`src/rtl/div_seq.sv`:
```
// Iterative radix-2 restoring divider for DIV/DIVU in EX: 32 steps per divide,
// returns {remainder, quotient} and holds the pipeline with a stall request meanwhile.
module div_seq #(
  parameter int WIDTH = 32,
  parameter int CNT_W = 5
) (
  input  logic               clk,
  input  logic               rst,
  input  logic               start_i,
  input  logic               signed_i,
  input  logic [WIDTH-1:0]   opdata1_i,
  input  logic [WIDTH-1:0]   opdata2_i,
  input  logic               annul_i,
  input  logic               hold_i,
  output logic [2*WIDTH-1:0] result_o,
  output logic               ready_o,
  output logic               stallreq_o,
  output logic               busy_o
);

  typedef enum logic [1:0] {S_IDLE, S_DIVZERO, S_ON, S_END} state_t;

  localparam logic [CNT_W-1:0] LAST_CNT = CNT_W'(WIDTH - 1);

  state_t             state_q, state_d;
  logic [CNT_W-1:0]   cnt_q, cnt_d;
  logic [WIDTH-1:0]   divisor_q, divisor_d;
  // Upper WIDTH+1 bits: partial remainder; lower WIDTH bits: dividend shifting out, quotient shifting in.
  logic [2*WIDTH:0]   part_q, part_d;
  logic               qsign_q, qsign_d;
  logic               rsign_q, rsign_d;
  logic [2*WIDTH-1:0] result_q, result_d;

  logic [WIDTH-1:0]   abs1, abs2;
  logic [WIDTH+1:0]   diff;
  logic               ge;
  logic [WIDTH:0]     rem_new;
  logic [WIDTH-1:0]   quo_new, quo_fix, rem_fix;

  assign abs1 = (signed_i & opdata1_i[WIDTH-1]) ? -opdata1_i : opdata1_i;
  assign abs2 = (signed_i & opdata2_i[WIDTH-1]) ? -opdata2_i : opdata2_i;

  // Trial subtraction on the shifted remainder; a clear borrow bit means the divisor fits.
  assign diff    = part_q[2*WIDTH:WIDTH-1] - {2'b00, divisor_q};
  assign ge      = ~diff[WIDTH+1];
  assign rem_new = ge ? diff[WIDTH:0] : part_q[2*WIDTH-1:WIDTH-1];
  assign quo_new = {part_q[WIDTH-2:0], ge};
  assign quo_fix = qsign_q ? -quo_new : quo_new;
  assign rem_fix = rsign_q ? -rem_new[WIDTH-1:0] : rem_new[WIDTH-1:0];

  always_ff @(posedge clk) begin
    if (rst) begin
      state_q   <= S_IDLE;
      cnt_q     <= '0;
      divisor_q <= '0;
      part_q    <= '0;
      qsign_q   <= 1'b0;
      rsign_q   <= 1'b0;
      result_q  <= '0;
    end else begin
      state_q   <= state_d;
      cnt_q     <= cnt_d;
      divisor_q <= divisor_d;
      part_q    <= part_d;
      qsign_q   <= qsign_d;
      rsign_q   <= rsign_d;
      result_q  <= result_d;
    end
  end

  always_comb begin
    state_d   = state_q;
    cnt_d     = cnt_q;
    divisor_d = divisor_q;
    part_d    = part_q;
    qsign_d   = qsign_q;
    rsign_d   = rsign_q;
    result_d  = result_q;
    if (annul_i) begin
      state_d = S_IDLE;
    end else begin
      case (state_q)
        S_IDLE: begin
          if (start_i) begin
            if (opdata2_i == '0) begin
              state_d = S_DIVZERO;
            end else begin
              divisor_d = abs2;
              part_d    = {{(WIDTH+1){1'b0}}, abs1};
              qsign_d   = signed_i & (opdata1_i[WIDTH-1] ^ opdata2_i[WIDTH-1]);
              rsign_d   = signed_i & opdata1_i[WIDTH-1];
              cnt_d     = '0;
              state_d   = S_ON;
            end
          end
        end
        S_DIVZERO: begin
          result_d = '0;
          state_d  = S_END;
        end
        S_ON: begin
          part_d = {rem_new, quo_new};
          cnt_d  = cnt_q + 1'b1;
          if (cnt_q == LAST_CNT) begin
            result_d = {rem_fix, quo_fix};
            state_d  = S_END;
          end
        end
        S_END: begin
          if (!hold_i) state_d = S_IDLE;
        end
        default: state_d = S_IDLE;
      endcase
    end
  end

  always_comb begin
    result_o   = result_q;
    ready_o    = (state_q == S_END);
    busy_o     = (state_q != S_IDLE);
    stallreq_o = start_i & ~annul_i & (state_q != S_END);
  end

endmodule
```
`config.mk`:
```
export PLATFORM = sky130hd
export DESIGN_NAME = div_seq
export DESIGN_NICKNAME = d
export VERILOG_FILES = /design/src/rtl/div_seq.sv
export SDC_FILE = /design/constraint.sdc
export NUM_CORES = 1
export LEC_CHECK = 0
export CELL_PAD_IN_SITES_DETAIL_PLACEMENT = 1
export CELL_PAD_IN_SITES_GLOBAL_PLACEMENT = 1
export CORE_MARGIN = 8
export CORE_UTILIZATION = 41
export CTS_BUF_LIST = sky130_fd_sc_hd__clkbuf_8
export DETAILED_ROUTE_END_ITERATION = 10
export PLACE_DENSITY_LB_ADDON = 0.1
export SLEW_MARGIN = 15
export SYNTH_ARGS = -nofsm -noshare
export SYNTH_HDL_FRONTEND = slang
export SYNTH_SLANG_ARGS = --single-unit
```
`constraint.sdc`:
```
create_clock -name clk -period 6.2 [get_ports clk]
set_input_delay 1.24 -clock clk [delete_from_list [all_inputs] [get_ports clk]]
set_output_delay 1.24 -clock clk [all_outputs]
set_load 0.005 [all_outputs]
```
After elaboration in Yosys (flattened, before gate mapping)
Cells that the tools add are included.
Storage, ports and cells
  bits in registers: 170
  input bits: 70
  output and inout port bits: 67
Cells by class
  add/subtract/negate cells: 6
  equal/unequal tests: 9
  mux-type cells: 18
  bitwise logic cells: 9
  reductions and logical operators: 10
Operators by type and width (number)
  $mux 65: 2
  $pmux 65 s2: 1
  $mux 32: 4
  $neg 32->32: 4
  $pmux 64 s2: 1
  $mux 64: 1
  $sub 34x32->34: 1
  $mux 33: 1
  $logic_not 32->1: 1
  $mux 5: 2
  $ne 2x2->1 const B: 5
  $pmux 5 s2: 1
  $mux 2: 4
  $pmux 2 s4: 1
  $reduce_and 4->1: 2
  $reduce_and 3->1: 2
  $reduce_bool 2->1: 3
  $add 5x1->5 const B: 1
  $and 1x1->1: 5
  $eq 5x5->1 const B: 1
  $eq 2x2->1 const B: 2
  $not 1->1: 3
  $eq 2x1->1 const B: 1
  $logic_not 2->1: 1
  other kinds (2): 2

Depth between registers and ports, before layout
  depth in word-level cells: 6
  depth in mapped cells: 26

Worst setup path after synthesis
Ideal clock, no wire load.
  path kind: register to register
  start point: reg divisor_q[6]
  end point: reg result_q[60], in the netlist result_o[60]
  library setup time: 0.125 ns
  data arrival time: 4.329 ns
  path slack: 1.745 ns
  stages on the path, launching flop included: 25
  path buffers: 5
  period minus slack after synthesis: 4.455 ns
  path through: dfxtp_1 > inv_1 > ha_1 > a21o_2 > a21o_1 > a41oi_4 > a2111oi_2 > or3_1 > clkbuf_2 > and2_4 > buf_6 > inv_4 > buf_6 > buf_4 > buf_4 > o21ai_0 > inv_1 > ha_1 > nand2_1 > nor4_1 > nor4b_2 > o211ai_1 > o31ai_2 > xnor2_1 > o21ai_1
Between the ends
  word-level cells in the longest chain between the ends: 6
Ends and longest elaborated chain
  start, declared: RTL line 27  | logic [WIDTH-1:0] divisor_q, divisor_d;
  start signal, assigned: RTL line 63  | divisor_q <= divisor_d;
  $sub 34x32->34 *: RTL line 44  | assign diff = part_q[2*WIDTH:WIDTH-1] - {2'b00, divisor_q};
  $mux 33 *: RTL line 46  | assign rem_new = ge ? diff[WIDTH:0] : part_q[2*WIDTH-1:WIDTH-1];
  $neg 32->32: RTL line 49  | assign rem_fix = rsign_q ? -rem_new[WIDTH-1:0] : rem_new[WIDTH-1:0];
  $mux 32 *: RTL line 49
  $mux 64 *: RTL line 104  | if (cnt_q == LAST_CNT) begin
  $pmux 64 s2 *: RTL line 82  | case (state_q)
  end signal, assigned: RTL line 67  | result_q <= result_d;
  end, declared: RTL line 32  | logic [2*WIDTH-1:0] result_q, result_d;
Every way passes the cells marked *; elsewhere a longest branch is shown, timed or not. The select of a mux whose other input is x is not followed.
A chain may end at the register's enable or synchronous reset.

Final worst setup path
  start point: reg part_q[35]
  end point: reg result_q[60], in the netlist result_o[60]
Between the ends
  word-level cells in the longest chain between the ends: 6
Ends and longest elaborated chain
  start, declared: RTL line 29  | logic [2*WIDTH:0] part_q, part_d;
  start signal, assigned: RTL line 64  | part_q <= part_d;
  $sub 34x32->34: RTL line 44
  $mux 33 *: RTL line 46
  $neg 32->32: RTL line 49
  $mux 32 *: RTL line 49
  $mux 64 *: RTL line 104
  $pmux 64 s2 *: RTL line 82
Marked as above.

==> results.toml <==
[final_layout]
fin_nets = 1761
fillers = 3552
num_antenna_cells = 0
mostFrequentLayoutCell = "nand2_1"
final_cell_mix = "nand2_1 (225), nor2_1 (186), dfxtp_1 (170)"
drive_above_1_share = 0.0524
area_delta_synth_final_pct = 17.1
final_area_sq_um = 13700

[global_routing]
overflow = 0
grt_max_degree = 72
grt_pass1_vias = 11800
grt_first_pass_wirelength_microns = 64400
grt_usage = 0.237
grt_antenna_before_repair = 1

[floorplan]
io_pins = 137
start_util = 0.412
rows = 62
fp.dieW_microns = 185
chipHeight_microns = 185
core_region_area_sq_um = 28400
die-area_sq_um = 34200

[place]
port-buffer-count = 136
hpwl_microns = 31500
place_area_sq_um = 13300
place_congestion = 0.880

[sta]
finalCritPeriodShare = 0.836
clock_skew_ns = 0.0284
report.final.setup_viol = 0
grt_setup_unrepaired = "no"
fmax_ghz = 0.193
drv_slew = 0
tightest_slew_ns = 1.11
setup_tns_ns = 0
hold_viol_final = 0
slew_headroom = 0.262
period_needed_ns = 5.19

[power]
vdd_drop_max_uv = 118
power_density_nw_per_um2 = 205
leakage_nw = 4.98

[worst_setup_path]
path_delay_family = "compound AO/OA/AOI/OAI gates"
worstPathCellList = "ha_1 > a21o_1 > a31o_1 > o21ai_2 > a2111oi_2 > o21ai_1 > and2_4 > inv_4 > nand2_1 > o21ai_0 > inv_1 > ha_1 > nand2_1 > nor4_1 > nor4b_2 > o211ai_1 > o31ai_2 > xnor2_1 > o21ai_1"
crit_fanout = 23
worstSetupStartpointType = "register"
max_stage_delay_ns = 0.52
crit_arrival_ns = 5.58
reg2reg_slack_ns = 1.01
required_ns = 6.59
worst_path_max_delay_cell = "o21ai_1"
cp-end-kind = "register"
crit_buf_inv = 2
crit_type = "register to register"

[drt]
drc = 0
antenna_left = 0
wl_per_cell_microns = 20.0
via_per_inst = 5.69
dr.pass1.iters = 5
dr_total_vias = 11600
finalWirelength_microns = 40900
drt_iter0_markers = 650

[job]
maxCapViolCount = 0

[clock_network]
cts_tree = "built"
clock_sinks = 170
cts_hold_buf = 0
cts_resized = 0
clk_path_buf_depth = 2
cts_setup_buffers = 0
numCtsBuffers = 17
clock-root-buffer = "clkbuf_8"
clk_pin_slew_ns = 0.10
clk_latency_ns = 0.51
htree_levels = 4

[synth]
synth_mux_area_frac = 0.0247
synthSimpleGateAreaFrac = 0.225
synthesis.area_sq_um = 11700
ys_seq_elements = 170
synth_cell_types = 83
synthFlopType = "dfxtp_1"
synth_fa_ha_area_frac = 0.0466
synth-seq-area-share = 0.291
async_flop_share = 0
avgSynthCellArea_sq_um = 7.42
synth.net_count = 1689
yosysWarnings = 0
synth_top_family_by_area = "compound AO/OA/AOI/OAI gates"
synth_edf_count = 0
syn_inst = 1576
synth-xor-area-share = 0.106
synth_compound_area_frac = 0.252

[min_path]
hold_class = "register to register"

[status]
status = "finished, final reports clean"
-- through the flow --
stage | hold slack (ns) | power [mW] | worst slack, ns | util | std cells
5_1_grt | 0.475 | 2.94 | 0.637 | 0.482 | 2045
3_3_place_gp | 0.435 | 1.88 | 1.29 | 0.467 | 2013
2_1_floorplan | 0.436 | 1.65 | 1.75 | - | 1576
4_1_cts | 0.468 | 2.82 | 1.18 | 0.482 | 2045
3_5_place_dp | 0.444 | 1.89 | 1.22 | 0.467 | 2013
6_report | 0.461 | 2.81 | 1.01 | 0.482 | 2045
-- final cells by class --
type / count / area [sq um] / share of cell area
multi-input combinational: 1252 / 7670 / 0.560
sequential: 170 / 3400 / 0.248
timing repair buffer: 151 / 1480 / 0.108
tap: 384 / 480 / 0.0351
clock buffer: 17 / 234 / 0.0171
inverter: 56 / 213 / 0.0155
clock inverter: 15 / 209 / 0.0153
-- synth_stat cells, drive strengths merged, types with 12 or more instances --
library cell / number / area (sq um)
nand2: 225 / 845
nor2: 187 / 702
dfxtp: 170 / 3400
a21oi: 137 / 686
o21ai: 127 / 643
xnor2: 89 / 780
clkbuf: 74 / 282
inv: 56 / 213
xor2: 52 / 455
ha: 42 / 526
a211oi: 36 / 270
a22oi: 35 / 263
nor3: 32 / 165
buf: 24 / 150
mux2i: 24 / 251
nand3: 24 / 120
o31ai: 24 / 205
nor4: 20 / 131
a21o: 16 / 121
and2: 14 / 90.1
a31oi: 12 / 75.1
o41ai: 12 / 131
-- cell families after synthesis --
logic type | Yosys count
xor+xnor | 141
fa+ha+maj | 43
compound gates | 460
flops | 170
buf+inv | 154
simple gates | 581
mux | 27
-- sequential cells by signal (all words and copies together), names as in the netlist --
register / flops
state_q: 2
rsign_q: 1
divisor_q: 32
cnt_q: 5
result_o: 64
qsign_q: 1
part_q: 65
-- worst paths after layout --
| path | from | endpoint | cells past startpoint |
|---|---|---|---|
| worst max-delay path | part_q[35] | result_o[60] | 19 |
| worst min-delay path | result_o[56] | result_o[56] | 2 |
| worst max register to register | part_q[35] | result_o[60] | 19 |
| worst min register to register | result_o[56] | result_o[56] | 2 |
-- worst register-to-register path, delay by kind of cell (launching register included) --
| kind | cells | cell delay (ns) |
|---|---|---|
| AND/OR/NAND/NOR | 5 | 1.53 |
| AO/OA/AOI/OAI | 9 | 2.05 |
| XOR/XNOR | 1 | 0.14 |
| flip-flops | 1 | 0.47 |
| adder cells (fa/ha/maj) | 2 | 0.63 |
| buffers and inverters | 2 | 0.24 |
-- per-layer routing --
layer,wire (microns),global-route usage,up-vias
met2,18800,0.381,248
met1,19500,0.320,5619
li1,-,-,5720
met3,1670,0.0402,53
met4,937,0.0762,2
met5,8,0,-
-- power breakdown --
part	internal [mW]	switching, mW	leakage, nW	total, mW
Sequential	1.12	0.0368	1.38	1.16
Combinational	0.263	0.452	3.38	0.715
Clock	0.447	0.488	0.225	0.935
Total	1.83	0.976	4.98	2.81
Note: power is estimated with default switching activity, not from simulation.
